==> src/rtl/tape_ram_writer.sv <==
// tape_ram_writer: buffers cassette-parser bytes in a small FIFO, commits them
// to main RAM only in bus-free cycles, then hands the autostart address to the
// machine-control logic through a valid/ack handshake.
module tape_ram_writer #(
    parameter int FIFO_AW     = 4,
    parameter int WAIT_MARGIN = 2
) (
    input  logic        clk,
    input  logic        reset,
    input  logic        tape_wr,
    input  logic [15:0] tape_addr,
    input  logic [7:0]  tape_dout,
    input  logic        tape_complete,
    input  logic        bus_free,
    output logic        ram_we,
    output logic [15:0] ram_addr,
    output logic [7:0]  ram_din,
    output logic        ioctl_wait,
    output logic        overflow,
    output logic        busy,
    output logic        exec_valid,
    output logic [15:0] exec_addr,
    input  logic        exec_ack
);

    localparam int unsigned DEPTH = 1 << FIFO_AW;
    localparam logic [FIFO_AW:0]   FULL_COUNT = {1'b1, {FIFO_AW{1'b0}}};
    localparam logic [FIFO_AW:0]   WAIT_LEVEL = FULL_COUNT - (FIFO_AW + 1)'(WAIT_MARGIN);
    localparam logic [FIFO_AW:0]   CNT_ONE    = {{FIFO_AW{1'b0}}, 1'b1};
    localparam logic [FIFO_AW-1:0] PTR_ONE    = {{(FIFO_AW - 1){1'b0}}, 1'b1};

    typedef enum logic [1:0] {
        IDLE  = 2'd0,
        WRITE = 2'd1,
        EXEC  = 2'd2
    } state_t;

    state_t               state_q, state_d;
    logic [23:0]          mem_q [DEPTH];
    logic [FIFO_AW-1:0]   wr_ptr_q, wr_ptr_d;
    logic [FIFO_AW-1:0]   rd_ptr_q, rd_ptr_d;
    logic [FIFO_AW:0]     count_q, count_d;
    logic                 prev_wr_q;
    logic [15:0]          prev_addr_q;
    logic                 prev_complete_q;
    logic                 exec_pending_q, exec_pending_d;
    logic [15:0]          exec_addr_q, exec_addr_d;
    logic                 overflow_q, overflow_d;
    logic                 ram_we_q, ram_we_d;
    logic [15:0]          ram_addr_q, ram_addr_d;
    logic [7:0]           ram_din_q, ram_din_d;
    logic                 ioctl_wait_q;

    logic                 capture;
    logic                 push;
    logic                 pop;
    logic                 fifo_full;
    logic                 fifo_nonempty;
    logic                 complete_rise;
    logic [23:0]          head;

    // Capture detection: a new byte is a rising write level or an address step.
    always_comb begin
        capture       = tape_wr && !tape_complete &&
                        (!prev_wr_q || (tape_addr != prev_addr_q));
        fifo_full     = (count_q == FULL_COUNT);
        fifo_nonempty = (count_q != '0);
        push          = capture && !fifo_full;
        complete_rise = tape_complete && !prev_complete_q;
        head          = mem_q[rd_ptr_q];
    end

    // FSM next state, pop decision and RAM write port / exec bookkeeping.
    always_comb begin
        state_d        = state_q;
        pop            = 1'b0;
        ram_we_d       = 1'b0;
        ram_addr_d     = ram_addr_q;
        ram_din_d      = ram_din_q;
        exec_pending_d = exec_pending_q;
        exec_addr_d    = exec_addr_q;
        unique case (state_q)
            IDLE, WRITE: begin
                if (fifo_nonempty && bus_free) begin
                    pop        = 1'b1;
                    ram_we_d   = 1'b1;
                    ram_addr_d = head[23:8];
                    ram_din_d  = head[7:0];
                    state_d    = WRITE;
                end else if (exec_pending_q && !fifo_nonempty && !capture && !complete_rise) begin
                    // Do not enter EXEC while a byte or a newer exec address is landing.
                    state_d = EXEC;
                end else begin
                    state_d = IDLE;
                end
            end
            EXEC: begin
                if (capture || complete_rise || exec_ack) begin
                    state_d = IDLE;
                end
            end
            default: state_d = IDLE;
        endcase
        if (complete_rise) begin
            exec_pending_d = 1'b1;
            exec_addr_d    = tape_addr;
        end else if ((state_q == EXEC) && exec_ack) begin
            exec_pending_d = 1'b0;
        end
    end

    // FIFO pointer, occupancy and overflow next-state.
    always_comb begin
        wr_ptr_d   = push ? (wr_ptr_q + PTR_ONE) : wr_ptr_q;
        rd_ptr_d   = pop ? (rd_ptr_q + PTR_ONE) : rd_ptr_q;
        count_d    = count_q;
        overflow_d = overflow_q || (capture && fifo_full);
        unique case ({push, pop})
            2'b10:   count_d = count_q + CNT_ONE;
            2'b01:   count_d = count_q - CNT_ONE;
            default: count_d = count_q;
        endcase
    end

    // FIFO storage; contents need no reset since occupancy is tracked separately.
    always_ff @(posedge clk) begin
        if (push) begin
            mem_q[wr_ptr_q] <= {tape_addr, tape_dout};
        end
    end

    // State registers with synchronous reset.
    always_ff @(posedge clk) begin
        if (reset) begin
            state_q         <= IDLE;
            wr_ptr_q        <= '0;
            rd_ptr_q        <= '0;
            count_q         <= '0;
            prev_wr_q       <= 1'b0;
            prev_addr_q     <= '0;
            prev_complete_q <= 1'b0;
            exec_pending_q  <= 1'b0;
            exec_addr_q     <= '0;
            overflow_q      <= 1'b0;
            ram_we_q        <= 1'b0;
            ram_addr_q      <= '0;
            ram_din_q       <= '0;
            ioctl_wait_q    <= 1'b0;
        end else begin
            state_q         <= state_d;
            wr_ptr_q        <= wr_ptr_d;
            rd_ptr_q        <= rd_ptr_d;
            count_q         <= count_d;
            prev_wr_q       <= tape_wr;
            prev_addr_q     <= tape_addr;
            prev_complete_q <= tape_complete;
            exec_pending_q  <= exec_pending_d;
            exec_addr_q     <= exec_addr_d;
            overflow_q      <= overflow_d;
            ram_we_q        <= ram_we_d;
            ram_addr_q      <= ram_addr_d;
            ram_din_q       <= ram_din_d;
            ioctl_wait_q    <= (count_d >= WAIT_LEVEL);
        end
    end

    // Output drive.
    always_comb begin
        ram_we     = ram_we_q;
        ram_addr   = ram_addr_q;
        ram_din    = ram_din_q;
        ioctl_wait = ioctl_wait_q;
        overflow   = overflow_q;
        exec_valid = (state_q == EXEC);
        exec_addr  = exec_addr_q;
        busy       = fifo_nonempty || (state_q != IDLE) || exec_pending_q;
    end

endmodule

==> config.mk <==
export PLATFORM = sky130hd
export DESIGN_NAME = tape_ram_writer
export DESIGN_NICKNAME = d
export VERILOG_FILES = /design/src/rtl/tape_ram_writer.sv
export SDC_FILE = /design/constraint.sdc
export NUM_CORES = 1
export LEC_CHECK = 0
export BUFFER_PORTS_ARGS = -buffer_cell sky130_fd_sc_hd__buf_2
export CELL_PAD_IN_SITES_DETAIL_PLACEMENT = 0
export CELL_PAD_IN_SITES_GLOBAL_PLACEMENT = 2
export CORE_MARGIN = 2
export CORE_UTILIZATION = 45
export CTS_CLUSTER_DIAMETER = 60
export CTS_CLUSTER_SIZE = 10
export DETAILED_ROUTE_END_ITERATION = 16
export PLACE_DENSITY = 0.82
export SLEW_MARGIN = 10
export SYNTH_ARGS = -nofsm -noshare
export SYNTH_HDL_FRONTEND = slang
export SYNTH_SLANG_ARGS = --single-unit
==> constraint.sdc <==
create_clock -name clk -period 3.9 [get_ports clk]
set_clock_uncertainty 0.2 [all_clocks]
set_input_delay 0.195 -clock clk [delete_from_list [all_inputs] [get_ports clk]]
set_output_delay 0.195 -clock clk [all_outputs]
set_load 0.02 [all_outputs]
# Word level (Yosys, flattened, before mapping)
# Memories as Yosys holds them, arrays and structs flattened. A register that Yosys moved wholly into a read port is not among the register bits.
# Cells that the tools add are included.
dict set report totals {
  register_bits 53
  ram_bits 384
  in_bits 30
  output_inout_bits 45
  word_cells 65
  memories 1
}
# memory depth width rd rd_ports_with_merged_regs write_ports line_no
set memory_table {}
lappend memory_table {mem_q 16 24 1 1 1 39} ;# logic [23:0] mem_q [DEPTH];
dict set report classes {
  n_addsub 4
  order_cmp 1
  eq_ne 7
  n_mux 11
  n_reduce_logical 29
}
# op count
set op_table {}
lappend op_table {{$ne 16x16->1} 1}
lappend op_table {{$logic_and 1x1->1} 10}
lappend op_table {{$pmux 5 s2} 1}
lappend op_table {{$add 4x1->4 const B} 2}
lappend op_table {{$logic_not 1->1} 7}
lappend op_table {{$logic_or 1x1->1} 6}
lappend op_table {{$mux 1} 6}
lappend op_table {{$mux 2} 3}
lappend op_table {{$add 5x1->5 const B} 1}
lappend op_table {{$eq 5x5->1 const B} 1}
lappend op_table {{$ge 5x4->1 const B} 1}
lappend op_table {{$reduce_bool 5->1} 1}
lappend op_table {{$sub 5x1->5 const B} 1}
lappend op_table {{$eq 2x1->1 const B} 2}
lappend op_table {{$eq 2x2->1 const B} 2}
lappend op_table {{$pmux 2 s2} 1}
lappend op_table {{$reduce_bool 2->1} 2}
lappend op_table {{$logic_not 2->1} 1}
lappend op_table {{$ne 2x1->1 const B} 1}
lappend op_table {{$reduce_and 2->1} 1}
lappend op_table {{$reduce_or 2->1} 1}

# Depth between registers and ports, before layout
dict set report logic_depth {
  word_depth 9
  depth_mapped 17
  ltp_nobuf 15
}

# Worst setup path after synthesis
# OpenSTA, ideal clock, no wires.
dict set report synth_path {
  path_type {flip-flop to flip-flop}
  startpoint {register prev_addr_q[9]}
  endpoint {register ioctl_wait_q (netlist: ioctl_wait)}
  setup_ns 0.101
  t_arrival_ns 2.843
  required_ns 3.599
  slack_ns 0.756
  path_stages_with_launch 17
  n_path_buf 2
  synth_period_minus_slack_ns 3.144
  path_cell_list {dfxtp_1 xnor2_1 nand4_1 nor4_1 a311o_2 nor2_4 clkbuf_1 inv_1 ha_1 clkbuf_1 xor2_1 ha_1 a21oi_1 xor2_1 nor2_1 xnor2_1 o41ai_1}
}
dict set report synth_via {
  elab_chain_len 7
  elab_cells_between_ends 8
  cone_classes {1 x order compare; 3 x eq/ne; 1 x mux; 3 x reduce/logical}
}
# item line_no
set synth_rtl {}
lappend synth_rtl {{start, declared} 44} ;# logic [15:0] prev_addr_q;
lappend synth_rtl {{start signal, assigned} 155} ;# prev_addr_q <= tape_addr;
lappend synth_rtl {{$ne 16x16->1 (*)} 65} ;# (!prev_wr_q || (tape_addr != prev_addr_q));
lappend synth_rtl {{$logic_or 1x1->1 (*)} 65}
lappend synth_rtl {{$logic_and 1x1->1 (*)} 64} ;# capture = tape_wr && !tape_complete &&
lappend synth_rtl {{$logic_and 1x1->1 (*)} 68} ;# push = capture && !fifo_full;
lappend synth_rtl {{$eq 2x1->1 or $eq 2x2->1 (tied branches)} 118} ;# unique case ({push, pop})
lappend synth_rtl {{$pmux 5 s2 (*)} 118}
lappend synth_rtl {{$ge 5x4->1 (*)} 163} ;# ioctl_wait_q <= (count_d >= WAIT_LEVEL);
lappend synth_rtl {{end signal, assigned} 163}
lappend synth_rtl {{end, declared} 52} ;# logic ioctl_wait_q;
# Every way passes the cells marked *; elsewhere a longest branch is shown, timed or not.
# A chain may end at the register's enable or synchronous reset.

# Worst setup path in the final report
dict set report layout_path {
  startpoint {input tape_addr[13]}
  endpoint {register ioctl_wait_q (netlist: ioctl_wait)}
}
dict set report layout_via {
  elab_chain_len 7
  elab_cells_between_ends 8
  cone_classes {1 x order compare; 3 x eq/ne; 1 x mux; 3 x reduce/logical}
}
# item line_no
set layout_rtl {}
lappend layout_rtl {{start, declared} 11} ;# input logic [15:0] tape_addr,
lappend layout_rtl {{$ne 16x16->1 (*)} 65}
lappend layout_rtl {{$logic_or 1x1->1 (*)} 65}
lappend layout_rtl {{$logic_and 1x1->1 (*)} 64}
lappend layout_rtl {{$logic_and 1x1->1 (*)} 68}
lappend layout_rtl {{$eq 2x1->1 or $eq 2x2->1 (tied branches)} 118}
lappend layout_rtl {{$pmux 5 s2 (*)} 118}
lappend layout_rtl {{$ge 5x4->1 (*)} 163}
# Marks and branches as above.

==> results.toml <==
[run_status]
outcome = "finished, final reports clean"

[min_path]
min-delay-start = "bus_free"
hold-path-endpoint = "rd_ptr_q[1]"
hold_path.class = "in -> reg"
whs_path_depth = 5

[drt]
wirelength_mm = 39.2
routedWlPerCell_um = 24.6
vias = 8890
drcViolationCount = 0
drtIter0Drc = 908
routed_via_density = 5.58
ant_nets = 0
firstDrtPassIters = 5

[yosys]
async_flop_share_pct = 0
synth_top_cell_by_area = "edfxtp_1"
ys_seq_elements = 461
ys.flop_type = "edfxtp_1"
avgSynthCellArea_um2 = 19.3
netlist.area_leader.share_pct = 66.6
yosysUniqueCellTypes = 41
synth_most_common_cell = "edfxtp_1"
ys_seq_area_share_pct = 75.5
syn-num-nets = 938
syn_area_mm2 = 0.0173
synth-edff-count = 384
yosys_warnings = 0
synth_area_leaders = "edfxtp_1 (67%), mux4_2 (12%), dfxtp_1 (8.9%)"
synth_common_cells = "edfxtp_1 (384), mux4_2 (96), dfxtp_1 (77)"
synth_cells = 900

[worst_setup_path]
worstSetupPathType = "in -> reg"
end_kind = "flop"
worst_r2r_endpoint = "ioctl_wait"
required_ns = 4.15
reg2reg_from = "prev_addr_q[0]"
regToRegSetupSlack_ns = 0.59
worstPathArrival_ns = 3.73
worstSetupStartpointType = "primary input"
crit_fanout = 18
crit_start = "tape_addr[13]"
rr_worst_depth = 14

[global_route]
antenna_found_initial = 0
grt.overflow.total = 0
grt_max_degree = 61
grt_pass1_wl_mm = 57.9
first_global_vias = 9182
grtUsageTotal_pct = 19.6

[timing]
drv_slew = 0
tns_ns = 0
period_share_pct = 89.1
hold_viol_final = 0
fin_ws_ns = 0.425
hold_slack_ns = 0.00307
max_freq_ghz = 0.288
rsz0062_at_grt = "false"
relSlewSlack_pct = 27.0
setup_viol = 0
period_minus_slack_ns = 3.47
tightestPinTransition_ns = 1.09

[placement]
portBuffers = 74
dp_slack_ns = 0.395
hpwl_mm = 21.0
gp_congestion = 0.746

[cells_and_area]
drive_gt1_share_pct = 25.0
multi_input_area_mm2 = 0.00399
regArea_mm2 = 0.0131
diodes = 0
fin_nets = 1076
areaGrowthSynthToFinish_pct = 16.9
fillers = 2953

[clocking]
clock_sinks = 461
cts_tree = "built"
clockBufferDepth = 3
insertion_delay_ns = 0.56
cts_root_buf = "clkbuf_16"
cts_resized = 0
clk_pin_slew_worst_paths_ns = 0.05
htree_levels = 2
numCtsBuffers = 52

[floorplanning]
rows = 71
core_area_mm2 = 0.0378
dieArea_mm2 = 0.0401
io_pins = 75
start_util_pct = 45.9
die_x_um = 200
dieHeight_um = 200

[power]
internal_power_mw = 9.04
p_leak_nw = 6.73
pwr-share-seq_pct = 47.0
power.net_switching_mw = 3.12
peakVddDrop_mv = 0.552
p_clk_share_pct = 35.8
p_per_area_mw_per_mm2 = 600
p_sw_share_pct = 25.7
comb_power_share_pct = 17.2

[run]
cap_violations = 0
## worst max-delay path by stage
stage               slack, ns  cells past startpoint          to
global route             0.08                     16  ioctl_wait
detailed placement       0.40                     15  ioctl_wait
global placement         0.47                     15  ioctl_wait
floorplan                0.76                     16  ioctl_wait
finish                   0.43                     16  ioctl_wait
CTS                      0.35                     16  ioctl_wait
## flip-flops by register name (all words and copies together), names as in the netlist
signal	flops
mem_q	384
prev_complete_q	1
wr_ptr_q	4
count_q	5
exec_pending_q	1
ioctl_wait	1
ram_we	1
ram_addr	16
exec_addr	16
rd_ptr_q	4
ram_din	8
prev_addr_q	16
state_q	2
prev_wr_q	1
overflow	1
## power groups by stage
stage | Sequential (mW) | Combinational (mW) | Clock (mW)
2_1_floorplan | 5.82 | 1.52 | 0
3_3_place_gp | 5.82 | 2.07 | 0
3_5_place_dp | 5.83 | 2.09 | 0
4_1_cts | 5.73 | 2.12 | 4.43
5_1_grt | 5.75 | 2.27 | 4.63
6_report | 5.72 | 2.09 | 4.35
## placed cells by master, fill, tap and decap left out, types with 4 or more instances in the layout
cell type	Yosys	final
buf_12	0	8
nand3_1	4	4
clkbuf_1	27	40
a22oi_1	48	48
xor2_1	5	5
a21oi_1	56	56
mux4_2	96	96
ha_1	8	8
xnor2_1	19	19
nor2b_1	25	23
dfxtp_1	77	75
and3_1	17	17
nor2_1	41	40
nand2_1	8	8
inv_1	9	9
buf_2	16	74
buf_4	0	27
dlygate4sd3_1	0	27
o21ai_0	5	5
clkbuf_16	0	53
edfxtp_1	384	384
o22a_1	16	16
## logic make-up after synthesis
logic type	share of synthesized area, %
buf+inv	1.62
compound gates	5.05
flops	75.5
xor+xnor	1.21
mux	12.6
simple gates	3.48
fa+ha+maj	0.578
## what timing repair did
action / CTS / global route
hold endpoints to repair: 406 / 0
buffers inserted: 0 / 0
hold buffers: 27 / 0
endpoints found under the setup margin: 0 / 0
## worst max-delay path: stages
cell	delay, ns
dlygate4sd3_1	0.54
buf_2	0.22
xnor2_1	0.29
nand4_1	0.19
nor4_1	0.34
a311o_2	0.27
nor2_4	0.07
inv_1	0.10
ha_1	0.31
xor2_1	0.11
ha_1	0.22
a21oi_1	0.16
xor2_1	0.19
nor2_1	0.07
xnor2_1	0.14
o41ai_1	0.30
## through the flow
step / cells / total power, mW / utilization, % / area, µm²
after floorplan: 900 / 7.34 / - / 17300
after global placement: 1468 / 7.90 / 48.9 / 18500
after detailed placement: 1468 / 7.92 / 48.9 / 18500
after CTS: 1592 / 12.3 / 53.6 / 20300
after global routing: 1592 / 12.7 / 53.6 / 20300
final: 1592 / 12.2 / 53.6 / 20300
## routing by layer
metal  part of all wire, %  track usage, %
met4                   1.9            5.14
met3                   6.4            3.17
met5                     0               0
met1                    43            27.0
met2                    49            32.6
## cell type report
type,instances,area share (%)
repair buffers,136,4.95
clock buffers,93,7.29
well taps,511,3.16
inverters,9,0.167
flip-flops and latches,461,64.6
multi-input cells,378,19.7
clock inverters,4,0.148
Note: power is estimated with default switching activity, not from simulation.
